<file path="config.mk">
export PLATFORM = sky130hd
export DESIGN_NAME = mem_arbiter
export DESIGN_NICKNAME = d
export VERILOG_FILES = /design/src/rtl/mem_arbiter.sv
export SDC_FILE = /design/constraint.sdc
export NUM_CORES = 1
export LEC_CHECK = 0
export ABC_AREA = 0
export CELL_PAD_IN_SITES_DETAIL_PLACEMENT = 1
export CELL_PAD_IN_SITES_GLOBAL_PLACEMENT = 1
export CORE_UTILIZATION = 20
export DETAILED_ROUTE_END_ITERATION = 10
export PLACE_DENSITY = 0.76
export SYNTH_ARGS = -nofsm -noshare
export SYNTH_HDL_FRONTEND = slang
export SYNTH_SLANG_ARGS = --single-unit
</file>
<file path="constraint.sdc">
create_clock -name clk -period 1.85 [get_ports clk]
set_input_delay 0.185 -clock clk [delete_from_list [all_inputs] [get_ports clk]]
set_output_delay 0.185 -clock clk [all_outputs]
set_load 0.05 [all_outputs]
</file>
<file path="src/rtl/mem_arbiter.sv">
// Shares one memory port between instruction fetch and data access, data first once the instruction is held.
// Latency: request combinational in IDLE; hold valid one cycle after the memory response pulse.
// Backpressure: request re-presented unchanged while m_req_ready=0; one transaction outstanding at a time.
module mem_arbiter #(
  parameter int XLEN = 32
) (
  input  logic            clk,
  input  logic            rst,
  input  logic            i_req_valid,
  input  logic [XLEN-1:0] i_req_addr,
  output logic            i_resp_valid,
  output logic [XLEN-1:0] i_resp_data,
  input  logic            d_req_valid,
  input  logic [XLEN-1:0] d_req_addr,
  input  logic            d_req_fcn,
  input  logic [2:0]      d_req_typ,
  input  logic [XLEN-1:0] d_req_data,
  output logic            d_resp_valid,
  output logic [XLEN-1:0] d_resp_data,
  input  logic            retire,
  output logic            m_req_valid,
  input  logic            m_req_ready,
  output logic [XLEN-1:0] m_req_addr,
  output logic [XLEN-1:0] m_req_data,
  output logic            m_req_fcn,
  output logic [2:0]      m_req_typ,
  input  logic            m_resp_valid,
  input  logic [XLEN-1:0] m_resp_data
);

  localparam logic [2:0] MT_WU = 3'd7;

  typedef enum logic [1:0] {IDLE, I_WAIT, D_WAIT} state_t;

  state_t          state_q, state_d;
  logic            i_hold_vld_q, i_hold_vld_d;
  logic [XLEN-1:0] i_hold_dat_q, i_hold_dat_d;
  logic            d_hold_vld_q, d_hold_vld_d;
  logic [XLEN-1:0] d_hold_dat_q, d_hold_dat_d;
  // High in the cycle right after reset so no request escapes before the core settles.
  logic            rst_dly_q;

  logic sel_d;
  logic sel_i;
  logic can_issue;

  // Request selection, memory-port drive, next-state and hold updates.
  always_comb begin
    state_d      = state_q;
    i_hold_vld_d = i_hold_vld_q;
    i_hold_dat_d = i_hold_dat_q;
    d_hold_vld_d = d_hold_vld_q;
    d_hold_dat_d = d_hold_dat_q;
    m_req_valid  = 1'b0;
    m_req_addr   = '0;
    m_req_data   = '0;
    m_req_fcn    = 1'b0;
    m_req_typ    = 3'd0;

    can_issue = (state_q == IDLE) && !rst && !rst_dly_q;
    // A data access belongs to the held instruction, so it waits for that hold.
    sel_d = can_issue && d_req_valid && i_hold_vld_q && !d_hold_vld_q;
    sel_i = can_issue && !sel_d && i_req_valid && !i_hold_vld_q;

    if (sel_d) begin
      m_req_valid = 1'b1;
      m_req_addr  = d_req_addr;
      m_req_data  = d_req_data;
      m_req_fcn   = d_req_fcn;
      m_req_typ   = d_req_typ;
    end else if (sel_i) begin
      m_req_valid = 1'b1;
      m_req_addr  = i_req_addr;
      m_req_typ   = MT_WU;
    end

    unique case (state_q)
      IDLE: begin
        if (m_req_valid && m_req_ready) begin
          state_d = sel_d ? D_WAIT : I_WAIT;
        end
      end
      I_WAIT: begin
        if (m_resp_valid) begin
          state_d      = IDLE;
          i_hold_vld_d = 1'b1;
          i_hold_dat_d = m_resp_data;
        end
      end
      D_WAIT: begin
        if (m_resp_valid) begin
          state_d      = IDLE;
          d_hold_vld_d = 1'b1;
          d_hold_dat_d = m_resp_data;
        end
      end
      default: state_d = IDLE;
    endcase

    // Retire only counts once an instruction is held; data words are kept for debug visibility.
    if (retire && i_hold_vld_q) begin
      i_hold_vld_d = 1'b0;
      d_hold_vld_d = 1'b0;
    end
  end

  // State and hold registers with synchronous reset.
  always_ff @(posedge clk) begin
    if (rst) begin
      state_q      <= IDLE;
      i_hold_vld_q <= 1'b0;
      i_hold_dat_q <= '0;
      d_hold_vld_q <= 1'b0;
      d_hold_dat_q <= '0;
      rst_dly_q    <= 1'b1;
    end else begin
      state_q      <= state_d;
      i_hold_vld_q <= i_hold_vld_d;
      i_hold_dat_q <= i_hold_dat_d;
      d_hold_vld_q <= d_hold_vld_d;
      d_hold_dat_q <= d_hold_dat_d;
      rst_dly_q    <= 1'b0;
    end
  end

  assign i_resp_valid = i_hold_vld_q;
  assign i_resp_data  = i_hold_dat_q;
  assign d_resp_valid = d_hold_vld_q;
  assign d_resp_data  = d_hold_dat_q;

endmodule

</file>
==> results.yml <==
sta:
  finalSetupViolations: 69
  rsz0062_at_grt: "yes"
  maxSlewViolCount: 0
  tightest_slew_ns: 0.759
  final-hold-violation-count: 0
  maxSlewHeadroom_pct: 49.4
  fmax_mhz: 494
  setup_slack_ns: -0.173
  period_share_pct: 109
  clock_skew_ns: 0.00387
  period_needed_ns: 2.02
yosys:
  synth_edf_count: 0
  synth_top_family_by_area: "simple AND/OR/NAND/NOR gates"
  yosys.area.top_type: "dfxtp_1"
  synthFlopType: "dfxtp_1"
  ys_async_sr_fraction_pct: 0
  synth_xor_area_share_pct: 0
  synthSimpleGateAreaFrac_pct: 27.2
  netlist_area_sq_mm: 0.00312
  ys_seq_elements: 69
  synth_compound_area_share_pct: 21.0
  synth.yosys.seq_area_share_pct: 44.3
  synthMuxAreaShare_pct: 0.361
  syn_nets: 536
  synth_commonest_cells: "nand2_1, dfxtp_1, a21oi_1"
  syn_area_per_cell_sq_um: 7.92
  synthAdderAreaFrac_pct: 1.20
  yosysMostFrequentCell: "nand2_1"
  yosys_warnings: 0
  synth_top_area_share_pct: 44.3
  yosys-top-cells-area: "dfxtp_1, nand2_1, a21oi_1"
  syn_inst: 394
  ys_types: 28
clock_network:
  cts_buffers: 9
  insertion_delay_ns: 0.32
  tritoncts: "yes"
  cts.sinks: 69
  clockRootBuffer: "clkbuf_16"
  cts_max_level: 3
  clkTransAtPathRegs_ns: 0.05
  clock_path_buffers: 2
global_route:
  grt_max_degree: 71
  grt_usage_pct: 20.9
  grt_pass1_wl_um: 25500
  grt_antenna_before_repair: 0
  grt_overflow: 0
  grt_pass1_vias: 4338
placed_design:
  port_buffers: 273
  globalplace.congestion: 0.843
  place_area_sq_mm: 0.00674
  dp.cells: 836
  dp_hpwl_um: 12800
critical_path:
  worstPathCellList: "or3b_4, nor2_8, buf_12, a22o_1, buf_12"
  slowest_stage: "or3b_4"
  startpoint_type: "register"
  worstPathArrival_ns: 1.84
  crit_path_max_fanout: 14
  crit_family: "simple AND/OR/NAND/NOR gates"
  critical_path_buf_inv_count: 2
  max_stage_delay_ns: 0.44
  ff2ff_setup_slack_ns: 0.40
  path_class: "reg -> out"
  required_ns: 1.66
  cp_common_cell: "buf_12"
  end_kind: "primary output"
routing:
  ant_nets: 0
  vias_per_cell: 4.61
  wire_per_inst_um: 20.8
  routed_wirelength_um: 18200
  dr.pass1.iters: 4
  route.detailed.drc: 0
  drt-initial-drc-count: 60
  vias: 4035
die:
  die_w_um: 127
  die_area_sq_mm: 0.0161
  num_rows: 45
  dieHeight_um: 127
  start_util_pct: 20.5
  core_region_area_sq_mm: 0.0152
  ios: 274
pwr:
  p_comb_share_pct: 23.2
  p_per_area_mw_per_mm2: 534
  p_seq_share_pct: 37.0
  p_leak_uw: 0.00294
  ir_worst_vdd_uv: 435
  power_frac_clock_pct: 39.8
  power_switching_share_pct: 25.7
  power_switching_uw: 1060
  p_int_uw: 3070
run:
  cap_viol_max_count: 0
final_layout:
  nNetsFinal: 825
  multi_input_comb_area_sq_mm: 0.00185
  area_growth_pct: 148
  final_area_sq_mm: 0.00773
  fin_cells: 875
  n_fill_cell: 1624
  drive_above_1_share_pct: 27.4
  ff_latch_area_sq_mm: 0.00139
  diodes: 0
outcome:
  status: "finished, violations left"
  violations: "setup timing"
hold_path:
  hold_path_class: "in -> reg"
==> layout make-up <==
cell class                      instances  area share [%]
Multi-Input combinational cell        291            23.9
Timing Repair Buffer                  310            51.3
Sequential cell                        69            18.0
Clock buffer                           11            3.01
Tap cell                              188            3.04
Clock inverter                          4           0.631
Inverter                                2          0.0971
==> power by group through the flow <==
stage | clock network [uW] | registers (uW) | logic [uW]
5_1_grt | 1760 | 1530 | 995
4_1_cts | 1700 | 1530 | 901
6_report | 1640 | 1530 | 956
2_1_floorplan | 0 | 1630 | 251
3_3_place_gp | 0 | 1560 | 841
3_5_place_dp | 0 | 1560 | 859
==> per-stage QoR <==
stage / power [uW] / utilization [%] / hold WS, ns / worst slack [ns] / TNS [ns]
floorplan: 1890 / - / 0.213 / 0.00490 / 0
global placement: 2400 / 44.4 / 0.442 / -0.0219 / -0.399
detailed placement: 2420 / 44.4 / 0.450 / -0.0424 / -0.736
CTS: 4130 / 48.9 / 0.209 / -0.133 / -5.55
global route: 4290 / 50.8 / 0.267 / -0.228 / -9.91
finish: 4130 / 50.8 / 0.239 / -0.173 / -5.81
==> placed cells by master (no fill, tap or decap), types with 3 or more instances in the layout <==
cell	count
a22o_4	21
a21oi_1	64
and2_4	33
buf_4	17
nand2_1	130
clkdlybuf4s50_1	203
dfxtp_1	66
buf_16	4
a21o_1	3
a22o_1	11
buf_6	4
nor2b_1	5
buf_12	76
clkbuf_16	14
==> timing repair <==
action,CTS,global route
pin swaps,26,26
endpoints found under the setup margin,69,69
hold buffers,0,0
cloned,5,6
setup buffers,9,5
gates resized for setup,59,15
hold endpoints to repair,0,0
==> worst min-delay path, delay by kind of cell <==
| family | cells | cell delay [ns] |
|---|---|---|
| AO/OA/AOI/OAI | 1 | 0.08 |
| buffers and inverters | 1 | 0.10 |
| AND/OR/NAND/NOR | 1 | 0.14 |
==> state kept, by name, indices dropped and copies added (netlist names) <==
name and flops:
rst_dly_q 1, d_resp_data 32, d_resp_valid 1, i_resp_valid 1
state_q 2, i_resp_data 32
==> path summary, 6_finish.rpt <==
kind / from / depth (start not counted) / to
setup / recovery: i_resp_valid$_SDFFE_PP0P_ / 5 / m_req_addr[1]
hold / removal: rst / 3 / state_q[1]$_SDFFE_PP0P_
setup reg to reg: state_q[1]$_SDFFE_PP0P_ / 7 / state_q[0]$_SDFFE_PP0P_
hold reg to reg: d_resp_data[2]$_SDFFE_PP0P_ / 2 / d_resp_data[2]$_SDFFE_PP0P_
==> metal layers <==
layer / vias to the layer above / GRT usage, % / part of all wire (%)
met1: 1944 / 19.8 / 36
met2: 168 / 42.0 / 54
met4: 0 / 8.47 / 3.7
li1: 1894 / - / -
met3: 29 / 5.78 / 6.6
met5: - / 0 / 0
==> logic make-up (layout without fill, tap and decap cells) <==
group                    count (synthesis)  in the layout
AND/OR/NAND/NOR                        183            183
AO/OA/AOI/OAI                          104            104
flip-flops                              69             69
buffers and inverters                   34            327
adder cells (fa/ha/maj)                  3              3
multiplexers                             1              1
Note: power is estimated with default switching activity, not from simulation.
